==> src/rtl/uart_tx_arbiter.sv <==
`default_nettype none
// ============================================================================
// Module      : uart_tx_arbiter
// Description : Round-robin arbiter sharing one UART transmitter between
//               NUM_REQ byte producers, with inter-byte gap and watchdog.
// Revision    : 1.0 - initial release
// ============================================================================
module uart_tx_arbiter #(
    parameter int NUM_REQ      = 4,
    parameter int CLKS_PER_BIT = 10417,
    parameter int TIMEOUT_CLKS = 12 * CLKS_PER_BIT,
    parameter int GAP_CLKS     = 0
) (
    input  logic                       Clk,
    input  logic                       Rst,
    input  logic [NUM_REQ-1:0]         Req,
    input  logic [8*NUM_REQ-1:0]       Req_Byte,
    output logic [NUM_REQ-1:0]         Grant,
    output logic [$clog2(NUM_REQ)-1:0] Last_Grant,
    output logic                       Busy,
    output logic                       Timeout_Err,
    output logic                       Tx_Start,
    output logic [7:0]                 Tx_Byte,
    input  logic                       Tx_Active,
    input  logic                       Tx_Done
);

    localparam int c_LW = $clog2(NUM_REQ);
    localparam int c_TW = $clog2(TIMEOUT_CLKS + 1);
    localparam int c_GW = $clog2(GAP_CLKS + 2);

    localparam logic [c_TW-1:0] c_TO_LAST  = c_TW'(TIMEOUT_CLKS - 1);
    localparam logic [c_GW-1:0] c_GAP_LAST = c_GW'((GAP_CLKS > 0) ? GAP_CLKS - 1 : 0);
    localparam logic [c_LW-1:0] c_LAST_RST = c_LW'(NUM_REQ - 1);

    localparam logic [1:0] c_IDLE      = 2'd0;
    localparam logic [1:0] c_WAIT_DONE = 2'd1;
    localparam logic [1:0] c_GAP       = 2'd2;

    logic [1:0]         r_state;
    logic [1:0]         w_next_state;

    logic [c_TW-1:0]    r_wd_cnt;
    logic [c_TW-1:0]    w_wd_cnt;
    logic [c_GW-1:0]    r_gap_cnt;
    logic [c_GW-1:0]    w_gap_cnt;

    logic [NUM_REQ-1:0] r_grant;
    logic [NUM_REQ-1:0] w_grant;
    logic               r_tx_start;
    logic               w_tx_start;
    logic [7:0]         r_tx_byte;
    logic [7:0]         w_tx_byte;
    logic [c_LW-1:0]    r_last;
    logic [c_LW-1:0]    w_last;
    logic               r_busy;
    logic               w_busy;
    logic               r_terr;
    logic               w_terr;

    logic               w_pick_vld;
    logic [c_LW-1:0]    w_pick;
    logic               w_arb_win;
    logic               w_timeout;
    logic [7:0]         w_bytes [NUM_REQ];

    generate
        for (genvar gi = 0; gi < NUM_REQ; gi++) begin : g_unpack
            assign w_bytes[gi] = Req_Byte[8*gi +: 8];
        end
    endgenerate

    function automatic logic [c_LW-1:0] f_wrap(input logic [c_LW-1:0] base, input int off);
        f_wrap = c_LW'((32'(base) + 32'(off)) % NUM_REQ);
    endfunction

    // Search starts just after the last winner, so the previous winner has lowest priority.
    always_comb begin
        w_pick_vld = 1'b0;
        w_pick     = '0;
        for (int off = 1; off <= NUM_REQ; off++) begin
            if (!w_pick_vld && Req[f_wrap(r_last, off)]) begin
                w_pick_vld = 1'b1;
                w_pick     = f_wrap(r_last, off);
            end
        end
    end

    assign w_arb_win = (r_state == c_IDLE) && w_pick_vld && !Tx_Active;
    // Tx_Done takes precedence over an expiring watchdog on the same cycle.
    assign w_timeout = (r_state == c_WAIT_DONE) && !Tx_Done && (r_wd_cnt == c_TO_LAST);

    always_ff @(posedge Clk) begin
        if (Rst) begin
            r_state <= c_IDLE;
        end else begin
            r_state <= w_next_state;
        end
    end

    always_comb begin
        w_next_state = r_state;
        case (r_state)
            c_IDLE: begin
                if (w_arb_win) begin
                    w_next_state = c_WAIT_DONE;
                end
            end
            c_WAIT_DONE: begin
                if (Tx_Done) begin
                    w_next_state = (GAP_CLKS > 0) ? c_GAP : c_IDLE;
                end else if (w_timeout) begin
                    w_next_state = c_IDLE;
                end
            end
            c_GAP: begin
                if (r_gap_cnt == c_GAP_LAST) begin
                    w_next_state = c_IDLE;
                end
            end
            default: w_next_state = c_IDLE;
        endcase
    end

    always_comb begin
        w_grant    = '0;
        w_tx_start = 1'b0;
        w_tx_byte  = r_tx_byte;
        w_last     = r_last;
        w_terr     = w_timeout;
        // Busy covers everything outside IDLE, so it follows the next state directly.
        w_busy     = (w_next_state != c_IDLE);
        w_wd_cnt   = (r_state == c_WAIT_DONE) ? r_wd_cnt + c_TW'(1) : '0;
        w_gap_cnt  = (r_state == c_GAP) ? r_gap_cnt + c_GW'(1) : '0;
        if (w_arb_win) begin
            w_grant[w_pick] = 1'b1;
            w_tx_start      = 1'b1;
            w_tx_byte       = w_bytes[w_pick];
            w_last          = w_pick;
        end
    end

    always_ff @(posedge Clk) begin
        if (Rst) begin
            r_grant    <= '0;
            r_tx_start <= 1'b0;
            r_tx_byte  <= 8'h00;
            r_last     <= c_LAST_RST;
            r_busy     <= 1'b0;
            r_terr     <= 1'b0;
            r_wd_cnt   <= '0;
            r_gap_cnt  <= '0;
        end else begin
            r_grant    <= w_grant;
            r_tx_start <= w_tx_start;
            r_tx_byte  <= w_tx_byte;
            r_last     <= w_last;
            r_busy     <= w_busy;
            r_terr     <= w_terr;
            r_wd_cnt   <= w_wd_cnt;
            r_gap_cnt  <= w_gap_cnt;
        end
    end

    assign Grant       = r_grant;
    assign Tx_Start    = r_tx_start;
    assign Tx_Byte     = r_tx_byte;
    assign Last_Grant  = r_last;
    assign Busy        = r_busy;
    assign Timeout_Err = r_terr;

endmodule
`default_nettype wire

==> config.mk <==
export PLATFORM = sky130hd
export DESIGN_NAME = uart_tx_arbiter
export DESIGN_NICKNAME = d
export VERILOG_FILES = /design/src/rtl/uart_tx_arbiter.sv
export SDC_FILE = /design/constraint.sdc
export NUM_CORES = 1
export LEC_CHECK = 0
export ABC_AREA = 1
export ABC_CLOCK_PERIOD_IN_PS = 3100
export CORE_MARGIN = 1
export CORE_UTILIZATION = 60
export DETAILED_ROUTE_END_ITERATION = 7
export DONT_BUFFER_PORTS = 1
export GPL_TIMING_DRIVEN = 1
export HOLD_SLACK_MARGIN = 0.15
export PLACE_DENSITY = 0.85
export RECOVER_POWER = 100
export SLEW_MARGIN = 30
export SYNTH_ARGS = -nofsm -noshare
export SYNTH_HDL_FRONTEND = slang
export SYNTH_SLANG_ARGS = --single-unit
==> constraint.sdc <==
create_clock -name Clk -period 3.1 [get_ports Clk]
set_clock_uncertainty 0.1 [all_clocks]
set_input_delay 0.465 -clock Clk [delete_from_list [all_inputs] [get_ports Clk]]
set_output_delay 0.465 -clock Clk [all_outputs]
set_load 0.01 [all_outputs]
==> impl_metrics.py, run 1 <==
metrics = {
    "floorplan": {
        "die_x_um": 59.18,
        "ioPinCount": 57,
        "start_util_pct": 63.74,
        "fp.dieH_um": 59.18,
        "coreArea_sq_mm": 0.003078,
        "row_count": 20,
        "die-area_sq_mm": 0.003502,
    },
    "setup_path": {
        "cp_common_cell": "nand2_1",
        "r2r-start": "Last_Grant[0]",
        "critical_path.endpoint": "Tx_Byte[2]",
        "cp_num_buf_inv": 1,
        "end_kind": "register",
        "critPathLaunch": "Last_Grant[0]",
        "critPathSlowestCell": "dfxtp_1",
        "cp.arrival_ns": 2.63,
        "worst_setup_path_start_kind": "register",
        "crit_family": "simple AND/OR/NAND/NOR gates",
        "crit_type": "register to register",
        "cp.depth": 13,
        "reg2reg_depth": 13,
        "ff2ff_setup_slack_ns": 0.62,
        "crit_required_ns": 3.25,
        "critPathMaxFanout": 12,
        "rr_endpoint": "Tx_Byte[2]",
        "crit_chain": "nand2_1, nand2_2, nand2_1, nand2_1, inv_1, nand2_1, nor2_1, nor2_1, nor2_2, nand2_1, nand2_1, nor2_1, nor2_1",
        "cpPeakStageDelay_ns": 0.66,
    },
    "clocking": {
        "cts_sinks": 37,
        "cts_tree": "yes",
        "ctsResizeCount": 0,
        "cts.htree.levels": 2,
        "cts_buffers": 5,
        "clkLatencyLatePin_ns": 0.35,
        "cts.path.max_buffers": 2,
        "clkSlewWorstSetupHoldPaths_ns": 0.12,
        "cts-root-buf": "clkbuf_4",
        "cts_setup_buffers": 0,
    },
    "layout": {
        "drive_gt1_share_pct": 8.418,
        "layout_commonest_cell": "nand2_1",
        "antennaDiodeCount": 0,
        "fin_nets": 337,
        "design_area_sq_mm": 0.002026,
        "layout_common_cells": "nand2_1, dfxtp_1, nand3_1, nor2_1, inv_1",
        "final_cells": 341,
        "areaGrowthSynthToFinish_pct": 3.252,
    },
    "place": {
        "place_ws_ns": 0.8320,
        "place_area_sq_mm": 0.001969,
        "dpl.hpwl_um": 2948,
        "dp_cells": 331,
        "io_buffer_count": 0,
        "globalplace.congestion": 0.9001,
    },
    "global_route": {
        "grt_pass1_vias": 1589,
        "grt_pass1_wl_um": 6686,
        "grt-ovfl-total": 0,
        "grt_max_degree": 23,
        "antenna_found_initial": 0,
        "grt_use_total_pct": 25.35,
    },
    "sta": {
        "finalCritPeriodShare_pct": 79.86,
        "tightest_slew_ns": 0.7583,
        "setup_ws_ns": 0.6243,
        "hold_viol": 0,
        "grt_setup_unrepaired": "false",
        "fin_setup_tns_ns": 0,
        "max_freq_mhz": 403.9,
        "finalSetupViolCount": 0,
        "maxSlewViolCount": 0,
        "fin_crit_ns": 2.476,
        "maxSlewHeadroom_pct": 49.26,
    },
    "route": {
        "viasPerCell": 5.396,
        "post_drt_wl_per_cell_um": 11.74,
        "antenna_left": 0,
        "drt_pass1_iterations": 5,
        "drc": 0,
        "drt_iter0_drc": 92,
        "drt_wl_total_um": 4002,
        "via_count": 1840,
    },
    "status": {
        "outcome": "complete, no violations",
    },
    "logic_synthesis": {
        "yosysSeqAreaShare_pct": 37.76,
        "yosysTopAreaCellShare_pct": 37.76,
        "yosys_register_bits": 37,
        "synth_cell_type_count": 32,
        "syn_area_per_cell_sq_um": 6.673,
        "synth_warnings": 0,
        "synth_cells": 294,
        "synth.area.top_cells": "dfxtp_1, nand2_1, nand3_1",
        "yosys.area.top_type": "dfxtp_1",
        "syn_area_sq_mm": 0.001962,
        "synth_fp_nets": 335,
    },
    "run": {
        "maxCapViolCount": 0,
    },
    "min_path": {
        "worst_hold_path_type": "input port to register",
    },
    "power_and_ir_drop": {
        "power.density_mw_per_mm2": 746.0,
        "p_total_mw": 1.511,
        "power.leakage_nw": 0.8404,
        "vdd_drop_max_mv": 0.3117,
    },
}
==> cells in the mapped netlist <==
cell type  count
nand3_2        1
clkinv_2       1
xnor2_1        1
nand4_2        1
clkbuf_1       2
ha_1           1
nand2_2        5
nor2_1        32
xor2_1         1
a211oi_1       1
buf_6          2
nor2_2         4
nor4b_1        1
nor3_1        11
dfxtp_1       37
buf_4          2
nand3_1       34
nand2_4        3
a21oi_2        1
nor2_4         1
buf_2          2
or2_2          2
nor4_1         3
nand4_1        6
a21oi_1       14
inv_6          1
o21ai_0       14
nand3b_1       1
inv_2          3
inv_1         24
nand2_1       81
or2_1          1
==> where the power goes <==
part,switching [mW],internal (mW),total (mW),leakage (nW)
logic,0.450,0.202,0.651,0.515
registers,0.0721,0.530,0.602,0.301
clock network,0.170,0.0885,0.258,0.0245
==> worst reg2reg max path, cell delays in order, from the launching register on <==
cell and delay (ns):
dfxtp_1 0.66, nand2_1 0.12, nand2_2 0.12, nand2_1 0.05, nand2_1 0.10, inv_1 0.10
nand2_1 0.08, nor2_1 0.04, nor2_1 0.58, nor2_2 0.13, nand2_1 0.09, nand2_1 0.05
nor2_1 0.12, nor2_1 0.04
==> per-layer routing <==
layer	vias to the layer above	share of wire (%)	GRT usage (%)
met1	810	43	29.23
met3	10	6.0	7.424
met4	0	2.2	11.22
li1	964	-	-
met2	56	48	43.18
met5	-	0	0
==> repair_timing <==
item,CTS,global route
endpoints found under the setup margin,0,0
hold buffers,2,0
endpoints found under the hold margin,8,0
==> metrics by stage <==
step,hold slack (ns),util (%)
2_1_floorplan,0.2994,-
3_3_place_gp,0.3097,63.98
3_5_place_dp,0.3069,63.98
4_1_cts,0.1739,66.46
5_1_grt,0.2158,65.81
6_report,0.1952,65.81
==> flip-flops by register name, summed over array words and instances (netlist names) <==
| name | cells |
|---|---|
| r_gap_cnt | 1 |
| r_state | 2 |
| Grant | 4 |
| Busy | 1 |
| Tx_Byte | 8 |
| Last_Grant | 2 |
| Tx_Start | 1 |
| r_wd_cnt | 17 |
| Timeout_Err | 1 |
==> how the worst min path moves through the flow <==
stage | depth (start not counted) | start | endpoint
floorplan | 1 | r_state[0] | r_gap_cnt
global route | 3 | Tx_Done | r_state[0]
detailed placement | 1 | r_state[0] | r_gap_cnt
global placement | 1 | r_gap_cnt | r_gap_cnt
finish | 3 | Tx_Done | r_state[0]
CTS | 3 | Tx_Done | r_state[0]
==> layout make-up <==
cell class	instances	area, sq um
Timing Repair Buffer	3	23.77
Tap cell	44	55.05
Multi-Input combinational cell	220	1035
Sequential cell	37	740.7
Inverter	29	115.1
Clock buffer	6	41.29
Fill cell	272	1052
Clock inverter	2	15.01
==> kinds of logic (layout without fill, tap and decap cells) <==
kind of cell / Yosys count / after routing / share of synthesized area [%]
DFF: 37 / 37 / 37.76
buffers and inverters: 37 / 40 / 8.673
adders and majority gates: 1 / 1 / 0.6377
xor gates and xnor gates: 2 / 2 / 0.8930
AOI/OAI and AO/OA: 30 / 30 / 7.972
and+or+nand+nor: 187 / 187 / 44.07
Power figures use the tool's default switching activity.
==> inputs of run 2 (changes only) <==
- ABC_CLOCK_PERIOD_IN_PS: 3100 -> 2250
- CORE_UTILIZATION: 60 -> 56
- PLACE_DENSITY: 0.85 -> 0.83
- clock period: 3.1 -> 2.25 ns (I/O delays scaled with it)
==> impl_metrics.py, run 2 (synthesis gave the netlist of run 1 again) <==
metrics = {
    "route": {
        "viasPerCell": 5.316,
        "drt_iter0_drc": 177,
        "via_count": 1903,
        "drt_pass1_iterations": 4,
        "antenna_left": 0,
        "drt_wl_total_um": 4391,
        "post_drt_wl_per_cell_um": 12.27,
        "drc": 0,
    },
    "place": {
        "dp_cells": 337,
        "dpl.hpwl_um": 2920,
        "globalplace.congestion": 0.8192,
        "io_buffer_count": 0,
    },
    "layout": {
        "areaGrowthSynthToFinish_pct": 12.31,
        "post-route-util_pct": 66.03,
        "largest_reg_flops": 17,
        "fin_nets": 354,
        "layout_commonest_cell": "nand2_1",
        "largest-register": "r_wd_cnt",
        "drive_gt1_share_pct": 11.22,
        "layout_common_cells": "nand2_1, dfxtp_1, nand3_1, nor2_1, inv_1",
        "n_fill_cell": 301,
        "final_cells": 358,
        "antennaDiodeCount": 0,
    },
    "min_path": {
        "hold_start": "Req_Byte[1]",
        "worst_hold_path_type": "input port to register",
        "hold_depth": 4,
        "hold_end": "Tx_Byte[1]",
    },
    "status": {
        "outcome": "complete, no violations",
    },
    "power_and_ir_drop": {
        "clkPwrFrac_pct": 14.7,
        "seqPwrFrac_pct": 38.2,
        "power.leakage_nw": 0.9227,
        "vdd_drop_max_mv": 0.4825,
        "comb_power_share_pct": 47.1,
        "internal_power_mw": 1.173,
        "p_sw_mw": 0.9897,
        "switching_share_pct": 45.76,
        "power.density_mw_per_mm2": 981.7,
    },
    "clocking": {
        "cts.htree.levels": 2,
        "clkSlewWorstSetupHoldPaths_ns": 0.11,
        "cts_sinks": 37,
        "cts_tree": "yes",
        "clkLatencyLatePin_ns": 0.35,
        "cts_buffers": 5,
        "cts.path.max_buffers": 2,
        "cts-root-buf": "clkbuf_4",
    },
    "global_route": {
        "grt_max_degree": 23,
        "grt_pass1_vias": 1564,
        "antenna_found_initial": 0,
        "grt_use_total_pct": 23.38,
        "grt_pass1_wl_um": 6458,
        "grt-ovfl-total": 0,
    },
    "floorplan": {
        "coreArea_sq_mm": 0.003337,
        "start_util_pct": 58.79,
        "die_x_um": 61.19,
        "fp.dieH_um": 61.19,
        "ioPinCount": 57,
        "row_count": 21,
        "die-area_sq_mm": 0.003744,
    },
    "sta": {
        "holdWs_ns": 0.1634,
        "max_freq_mhz": 494.1,
        "maxSlewHeadroom_pct": 63.12,
        "maxSlewViolCount": 0,
        "finalSetupViolCount": 0,
        "hold_viol": 0,
        "fin_crit_ns": 2.024,
        "finalCritPeriodShare_pct": 89.95,
        "tightest_slew_ns": 0.5527,
    },
    "setup_path": {
        "rr_endpoint": "Tx_Byte[6]",
        "r2r-start": "Last_Grant[0]",
        "cp.arrival_ns": 2.17,
        "end_kind": "register",
        "ff2ff_setup_slack_ns": 0.23,
        "critPathMaxFanout": 10,
        "crit_type": "register to register",
        "worst_setup_path_start_kind": "register",
        "crit_required_ns": 2.40,
        "reg2reg_depth": 12,
    },
    "run": {
        "maxCapViolCount": 0,
    },
}
run 2: power by group through the flow:
stage / Combinational [mW] / Sequential, mW / Clock (mW)
final: 1.02 / 0.827 / 0.317
after global routing: 1.14 / 0.838 / 0.352
after CTS: 0.969 / 0.822 / 0.324
after detailed placement: 0.941 / 0.838 / 0
after global placement: 0.923 / 0.837 / 0
after floorplan: 0.849 / 0.814 / 0
run 2: worst max-delay path: stages, from the launching register on:
cell and delay, ns:
dfxtp_2 0.46, inv_6 0.08, nand2_1 0.06, nand2_1 0.07, nand2_1 0.10, nand2_2 0.09, nor2_4 0.12, nand4_1 0.11
nand4_2 0.13, inv_2 0.11, buf_4 0.19, o21ai_0 0.23, nor2_1 0.07
run 2: area by class of cell:
type,count,area (sq um),share of cell area (%)
tap,46,57.56,2.612
inverter,29,115.1,5.224
multi-input combinational,220,1061,48.15
sequential,37,743.2,33.73
clock inverter,1,5.005,0.2271
timing repair buffer,20,183.9,8.348
clock buffer,5,37.54,1.704
run 2: per-layer routing:
metal / share of wire, % / vias up / wire length [um] / global-route usage [%]
met5: 0 / - / 0 / 0
met4: 2.5 / 0 / 110 / 10.06
met3: 5.4 / 14 / 239 / 7.143
met2: 50 / 60 / 2176 / 42.08
met1: 42 / 836 / 1864 / 25.23
li1: - / 993 / - / -
run 2: how the worst max path moves through the flow:
stage / start / to / slack, ns / cells after the start
global placement: Last_Grant[0] / Tx_Byte[2] / 0.13 / 14
CTS: Last_Grant[0] / Tx_Byte[0] / 0.08 / 14
floorplan: Last_Grant[0] / Tx_Byte[6] / 0.41 / 15
finish: Last_Grant[0] / Tx_Byte[6] / 0.23 / 12
detailed placement: Last_Grant[0] / Tx_Byte[0] / 0.10 / 14
global route: Last_Grant[0] / Tx_Byte[2] / -0.0005 / 14
run 2: timing repair:
action,in CTS,in global routing
endpoints found under the hold margin,15,0
setup buffers,0,0
hold buffers,15,0
resized for setup,0,4
setup endpoints to repair,0,9
run 2: stage by stage:
| stage | total power [mW] | cell area (sq um) | TNS, ns | worst slack (ns) |
|---|---|---|---|---|
| final | 2.163 | 2203 | 0 | 0.2262 |
| after global routing | 2.333 | 2203 | -0.0005222 | -0.0005222 |
| after CTS | 2.115 | 2195 | 0 | 0.08155 |
| after detailed placement | 1.779 | 2002 | 0 | 0.1020 |
| after global placement | 1.761 | 2002 | 0 | 0.1325 |
| after floorplan | 1.663 | 1962 | 0 | 0.4126 |
